<file path="config.mk">
export PLATFORM = sky130hd
export DESIGN_NAME = apb_slave_regfile_flat
export DESIGN_NICKNAME = d
export VERILOG_FILES = /design/src/rtl/apb_pkg.sv /design/src/rtl/apb_slave_regfile_if.sv /design/src/rtl/apb_regbank.sv /design/src/rtl/apb_slave_regfile.sv /design/src/flat_wrapper.sv
export SDC_FILE = /design/constraint.sdc
export NUM_CORES = 1
export LEC_CHECK = 0
export CORE_MARGIN = 2
export CORE_UTILIZATION = 50
export CTS_CLUSTER_SIZE = 30
export DETAILED_ROUTE_END_ITERATION = 12
export PLACE_DENSITY = 0.73
export SKIP_CTS_REPAIR_TIMING = 1
export SYNTH_ARGS = -nofsm -noshare
export SYNTH_HDL_FRONTEND = slang
export SYNTH_HIERARCHICAL = 1
export SYNTH_SLANG_ARGS = --single-unit
</file>
<file path="constraint.sdc">
create_clock -name hclk -period 5 [get_ports hclk]
set_clock_uncertainty 0.05 [all_clocks]
set_input_delay 1.25 -clock hclk [delete_from_list [all_inputs] [get_ports hclk]]
set_output_delay 1.25 -clock hclk [all_outputs]
set_load 0.01 [all_outputs]
</file>
<file path="src/rtl/apb_pkg.sv">
// Shared APB definitions: bus widths and the completer state encoding.
package apb_pkg;

  localparam int APB_DW   = 32;
  localparam int APB_AW   = 32;
  localparam int APB_SELW = 3;

  typedef enum logic [1:0] {
    ST_IDLE  = 2'b00,
    ST_WAIT  = 2'b01,
    ST_READY = 2'b10
  } apb_state_t;

endpackage

</file>
<file path="src/rtl/apb_slave_regfile_if.sv">
// APB bus bundle between the bridge (master) and one completer (slave).
interface apb_slave_regfile_if;
  import apb_pkg::*;

  // A transfer completes in the cycle where psel[i], penable and pready are
  // all high; the master holds address, direction and data stable until then.
  logic [APB_SELW-1:0] psel;
  logic                penable;
  logic                pwrite;
  logic [APB_AW-1:0]   paddr;
  logic [APB_DW-1:0]   pwdata;
  logic                pready;
  logic [APB_DW-1:0]   prdata;
  logic                pslverr;

  modport master (
    output psel, penable, pwrite, paddr, pwdata,
    input  pready, prdata, pslverr
  );

  modport slave (
    input  psel, penable, pwrite, paddr, pwdata,
    output pready, prdata, pslverr
  );

endinterface

</file>
<file path="src/rtl/apb_regbank.sv">
// Register array whose last entry is the read-only WCOUNT write counter,
// plus the address legality decode used by the APB completer.
module apb_regbank
  import apb_pkg::*;
#(
  parameter  int NUM_REGS = 8,
  localparam int IW       = $clog2(NUM_REGS)
) (
  input  logic              clk,
  input  logic              rst_n,
  input  logic [7:0]        dec_idx,
  input  logic [1:0]        dec_align,
  input  logic              dec_write,
  output logic              dec_legal,
  input  logic [IW-1:0]     rd_idx,
  output logic [APB_DW-1:0] rd_data,
  input  logic              wr_en,
  input  logic [IW-1:0]     wr_idx,
  input  logic [APB_DW-1:0] wr_data
);

  logic [APB_DW-1:0] regs_q [NUM_REGS];
  logic [APB_DW-1:0] regs_d [NUM_REGS];

  always_comb begin
    dec_legal = ({24'd0, dec_idx} < 32'(NUM_REGS)) && (dec_align == 2'b00) &&
                !(dec_write && ({24'd0, dec_idx} == 32'(NUM_REGS - 1)));
  end

  assign rd_data = regs_q[rd_idx];

  // wr_en is only raised for legal writes, which never target WCOUNT.
  always_comb begin
    regs_d = regs_q;
    if (wr_en) begin
      regs_d[wr_idx]       = wr_data;
      regs_d[NUM_REGS - 1] = regs_q[NUM_REGS - 1] + 32'd1;
    end
  end

  always_ff @(posedge clk or negedge rst_n) begin
    if (!rst_n) begin
      for (int i = 0; i < NUM_REGS; i++) regs_q[i] <= '0;
    end else begin
      regs_q <= regs_d;
    end
  end

endmodule

</file>
<file path="src/rtl/apb_slave_regfile.sv">
// APB completer with a small register bank and programmable wait states.
// Define APB_SLAVE_PSLVERR_EN to report illegal accesses on pslverr.
module apb_slave_regfile
  import apb_pkg::*;
#(
  parameter int NUM_REGS    = 8,
  parameter int WAIT_STATES = 1,
  parameter int SEL_INDEX   = 0
) (
  input  logic                hclk,
  input  logic                hresetn,
  apb_slave_regfile_if.slave  bus,
  output apb_state_t          dbg_state
);

  localparam int IW = $clog2(NUM_REGS);
`ifdef APB_SLAVE_PSLVERR_EN
  localparam bit ERR_EN = 1'b1;
`else
  localparam bit ERR_EN = 1'b0;
`endif

  apb_state_t        state_q, state_d;
  logic [3:0]        cnt_q, cnt_d;
  logic [IW-1:0]     idx_q, idx_d;
  logic              write_q, write_d;
  logic              legal_q, legal_d;
  logic [APB_DW-1:0] wdata_q, wdata_d;
  logic              pready_q, pready_d;
  logic [APB_DW-1:0] prdata_q, prdata_d;
  logic              pslverr_q, pslverr_d;

  logic              sel, bus_legal, commit_we;
  logic              enter_rdy, enter_legal, enter_write;
  logic [IW-1:0]     rd_idx;
  logic [APB_DW-1:0] rd_data;
  logic              unused_bus;

  assign sel        = bus.psel[SEL_INDEX];
  assign unused_bus = ^{bus.paddr[APB_AW-1:10], bus.psel};

  // Zero-wait transfers sample read data straight off the bus address.
  assign rd_idx = (state_q == ST_IDLE) ? bus.paddr[IW+1:2] : idx_q;

  apb_regbank #(.NUM_REGS(NUM_REGS)) u_bank (
    .clk      (hclk),
    .rst_n    (hresetn),
    .dec_idx  (bus.paddr[9:2]),
    .dec_align(bus.paddr[1:0]),
    .dec_write(bus.pwrite),
    .dec_legal(bus_legal),
    .rd_idx   (rd_idx),
    .rd_data  (rd_data),
    .wr_en    (commit_we),
    .wr_idx   (idx_q),
    .wr_data  (wdata_q)
  );

  always_comb begin
    state_d     = state_q;
    cnt_d       = cnt_q;
    idx_d       = idx_q;
    write_d     = write_q;
    legal_d     = legal_q;
    wdata_d     = wdata_q;
    pready_d    = 1'b0;
    prdata_d    = '0;
    pslverr_d   = 1'b0;
    commit_we   = 1'b0;
    enter_rdy   = 1'b0;
    enter_legal = legal_q;
    enter_write = write_q;
    case (state_q)
      ST_IDLE: begin
        if (sel && !bus.penable) begin
          idx_d   = bus.paddr[IW+1:2];
          write_d = bus.pwrite;
          legal_d = bus_legal;
          wdata_d = bus.pwdata;
          cnt_d   = 4'(WAIT_STATES);
          if (WAIT_STATES == 0) begin
            state_d     = ST_READY;
            enter_rdy   = 1'b1;
            enter_legal = bus_legal;
            enter_write = bus.pwrite;
          end else begin
            state_d = ST_WAIT;
          end
        end
      end
      ST_WAIT: begin
        if (!sel) begin
          state_d = ST_IDLE;
        end else begin
          cnt_d = cnt_q - 4'd1;
          if (cnt_q == 4'd1) begin
            state_d   = ST_READY;
            enter_rdy = 1'b1;
          end
        end
      end
      ST_READY: begin
        if (!sel) begin
          state_d = ST_IDLE;
        end else if (bus.penable) begin
          commit_we = write_q && legal_q;
          state_d   = ST_IDLE;
        end else begin
          pready_d  = 1'b1;
          prdata_d  = prdata_q;
          pslverr_d = pslverr_q;
        end
      end
      default: state_d = ST_IDLE;
    endcase
    if (enter_rdy) begin
      pready_d  = 1'b1;
      prdata_d  = (enter_legal && !enter_write) ? rd_data : '0;
      pslverr_d = ERR_EN && !enter_legal;
    end
  end

  always_ff @(posedge hclk or negedge hresetn) begin
    if (!hresetn) begin
      state_q   <= ST_IDLE;
      cnt_q     <= '0;
      idx_q     <= '0;
      write_q   <= 1'b0;
      legal_q   <= 1'b0;
      wdata_q   <= '0;
      pready_q  <= 1'b0;
      prdata_q  <= '0;
      pslverr_q <= 1'b0;
    end else begin
      state_q   <= state_d;
      cnt_q     <= cnt_d;
      idx_q     <= idx_d;
      write_q   <= write_d;
      legal_q   <= legal_d;
      wdata_q   <= wdata_d;
      pready_q  <= pready_d;
      prdata_q  <= prdata_d;
      pslverr_q <= pslverr_d;
    end
  end

  assign bus.pready  = pready_q;
  assign bus.prdata  = prdata_q;
  assign bus.pslverr = pslverr_q;
  assign dbg_state   = state_q;

endmodule

</file>
<file path="src/flat_wrapper.sv">
// flat-port wrapper written by rule: the top's interface ports become plain ports
module apb_slave_regfile_flat import apb_pkg::*;
#(
  parameter int NUM_REGS    = 8,
  parameter int WAIT_STATES = 1,
  parameter int SEL_INDEX   = 0
)
  (hclk, hresetn, dbg_state, bus_psel, bus_penable, bus_pwrite, bus_paddr, bus_pwdata, bus_pready, bus_prdata, bus_pslverr);
  apb_slave_regfile_if bus_i ();
  input  logic hclk;
  input  logic hresetn;
  output apb_state_t dbg_state;
  input wire logic [$bits(bus_i.psel)-1:0] bus_psel;
  input wire logic [$bits(bus_i.penable)-1:0] bus_penable;
  input wire logic [$bits(bus_i.pwrite)-1:0] bus_pwrite;
  input wire logic [$bits(bus_i.paddr)-1:0] bus_paddr;
  input wire logic [$bits(bus_i.pwdata)-1:0] bus_pwdata;
  output wire logic [$bits(bus_i.pready)-1:0] bus_pready;
  output wire logic [$bits(bus_i.prdata)-1:0] bus_prdata;
  output wire logic [$bits(bus_i.pslverr)-1:0] bus_pslverr;
  assign bus_i.psel = bus_psel;
  assign bus_i.penable = bus_penable;
  assign bus_i.pwrite = bus_pwrite;
  assign bus_i.paddr = bus_paddr;
  assign bus_i.pwdata = bus_pwdata;
  assign bus_pready = bus_i.pready;
  assign bus_prdata = bus_i.prdata;
  assign bus_pslverr = bus_i.pslverr;
  apb_slave_regfile #(.NUM_REGS(NUM_REGS), .WAIT_STATES(WAIT_STATES), .SEL_INDEX(SEL_INDEX)) u_core (.hclk(hclk), .hresetn(hresetn), .bus(bus_i), .dbg_state(dbg_state));
endmodule
</file>
==> metrics.txt <==
outcome finished clean; Hold Vio Cnt, Final 0; largest net degree at the start of global routing 92; most common cell after layout, fill and taps aside dfrtp_1; first-pass GRT wire length slightly below 50000 µm; # Max-Cap Violations 0; Util after Layout 0.5929; CTS Root Cell clkbuf_16; Slew HR 0.2447; CTS tree yes; setup violators final 0; synth top area cells dfrtp_1 56%, mux2_2 19%, mux4_2 9.6%; synth unique cells 51; sequential share of the synthesized area 0.5646; number of global-route vias before repair 8984; clock buffer depth 3; post-detailed-placement half-perimeter wirelength 17950 µm; IO Pins around 110; Final Power approximately 6600 µW; YS warnings 6; Routed Wire Length approximately 31000 µm; PnR worst setup slack 1.581 ns; RSZ-0062 raised after global routing false; mean post-synth cell area between 10 and 15 µm²; syn nets between 1000 and 1500; most frequent cells in the layout 332 x dfrtp_1, 249 x mux2_2, 121 x nand2_1; DR WL/cell 20.70 µm; Sum Neg Setup Slack 0 ns; Seq cells post-synth about 330; FP Rows just over 60; CP Launch Type primary input; Die Height between 150 and 200 µm; crit end category flip-flop; Setup CP Type primary input to flip-flop; pre-CTS WS approximately 1.1 ns; ant diodes 0; initial core utilization 0.5099; Slew Limit Fails 0; fin crit share 0.6838; Max H-tree Level 2; hold_ws approximately 0.44 ns; initial antenna violation count 0; Synth Instances 994; WP data required approximately 5.3 ns; total die area about 30000 µm²; Max VDD drop 0.2121 mV; Fmax 292.5 MHz; Lkg Pwr 0.008265 µW; Hold WC Path Type flip-flop to flip-flop; Worst-Margin Slew around 1.1 ns; crit path DAT about 3.8 ns; worst-path fanout max 32; Die X about 180 µm; Synth top area share 0.5646; TritonCTS Buffers 36; Pre-Repair DR Iteration Count 4; post-layout min period 3.419 ns; final routed DRC violation total 0; vias per std cell 5.732; initial DRC count between 500 and 600; post-route ant nets 0; clock sinks 332; GP Congestion between 0.7 and 0.8; mapped cell area approximately 15000 µm²; gr usage total 0.2043; layout cell share with drive strength beyond 1 0.3755; IO Port Bufs 81; total grt overflow 0; Post-synth ARST share 1.000; Core Region slightly below 30000 µm²; Vias 8506; PwrDens a little under 400 nW/µm²; nets@finish ~1200; worst skew pair latency between 0.5 and 0.6 ns; leading area contributor after synthesis dfrtp_1; clock slew seen by the registers of the worst setup and hold paths 0.06 ns; number of flops mapped to enable cells by yosys 0; Area Growth Syn to Fin 16.28%; ys flop type dfrtp_1
[cells in the mapped netlist (3+ instances only)]
master and instances:
dfrtp_1 332, mux2_2 250, nand2_1 121, mux4_2 63, buf_2 33, a22o_1 32
xnor2_1 22, clkbuf_1 16, nand3_1 15, nand4_1 12, mux2_1 10, xor2_1 9
buf_4 6, nor2_1 6, buf_6 5, and3_1 4, inv_1 4, and4_1 3
ha_1 3, nand4b_1 3, nor3_1 3, nor3_2 3
[state kept, by name, indices dropped and copies added, names as in the netlist]
name,cells
u_core/bus.prdata,32
u_core/bus.pready,1
u_core/enter_legal,1
u_core/enter_write,1
u_core/u_bank/regs_q,256
u_core/wdata_q,32
u_core/idx_q,3
u_core/dbg_state,2
u_core/cnt_q,4
[metrics by stage]
stage	instance area, µm²	std cells
3_5_place_dp	15960	1422
5_1_grt	17110	1484
3_3_place_gp	15960	1422
4_1_cts	17110	1484
2_1_floorplan	14710	994
6_report	17110	1484
[worst max-delay path: stages]
cell and delay (ns):
clkdlybuf4s50_1 0.56, nand4_1 0.13, nor3b_2 0.18, buf_4 0.25, nand2b_1 0.22, nor3b_4 0.22, buf_4 0.52, mux2_2 0.41
[layer usage]
| metal | routed length, µm | up-vias | track usage |
|---|---|---|---|
| li1 | - | 3792 | - |
| met1 | 14200 | 4518 | 0.2941 |
| met2 | 14790 | 153 | 0.3333 |
| met3 | 1153 | 43 | 0.02835 |
| met4 | 571 | 0 | 0.04890 |
| met5 | 0 | - | 0 |
[power breakdown]
part | internal [µW] | leakage, µW | switching, µW
registers | 2830 | 0.00458 | 293
clock network | 1530 | 0.000571 | 1050
logic | 392 | 0.00312 | 504
total | 4750 | 0.00826 | 1850
[final timing paths]
check | start | endpoint | slack (ns) | depth (start not counted)
min | u_core/u_bank/regs_q[172]$_DFFE_PN0P_ | u_core/u_bank/regs_q[172]$_DFFE_PN0P_ | 0.44 | 1
min in group asynchronous | hresetn | u_core/bus.prdata[5]$_DFFE_PN0P_ | 0.64 | 1
max | bus_penable | u_core/u_bank/regs_q[187]$_DFFE_PN0P_ | 1.58 | 8
max reg2reg | u_core/dbg_state[0]$_DFFE_PN0P_ | u_core/bus.prdata[23]$_DFFE_PN0P_ | 2.11 | 6
max in group asynchronous | hresetn | u_core/bus.prdata[19]$_DFFE_PN0P_ | 3.28 | 2
min reg2reg | u_core/u_bank/regs_q[172]$_DFFE_PN0P_ | u_core/u_bank/regs_q[172]$_DFFE_PN0P_ | 0.44 | 1
[area by class of cell]
cell class	instances	area (µm²)
clock buffer	52	1062
clock inverter	10	91.34
multi-input combinational	596	6100
fill	2258	11750
tap	384	480.5
inverter	4	15.01
timing repair buffer	106	1054
sequential	332	8308
[cells by family after synthesis]
group	share of synthesized area
AOI/OAI and AO/OA	0.02372
xor gates and xnor gates	0.01845
adders and majority gates	0.002551
buffers and inverters	0.02372
DFF	0.5646
muxes	0.2972
other	0.0002549
and+or+nand+nor	0.06947
(Power assumes the default switching activity.)
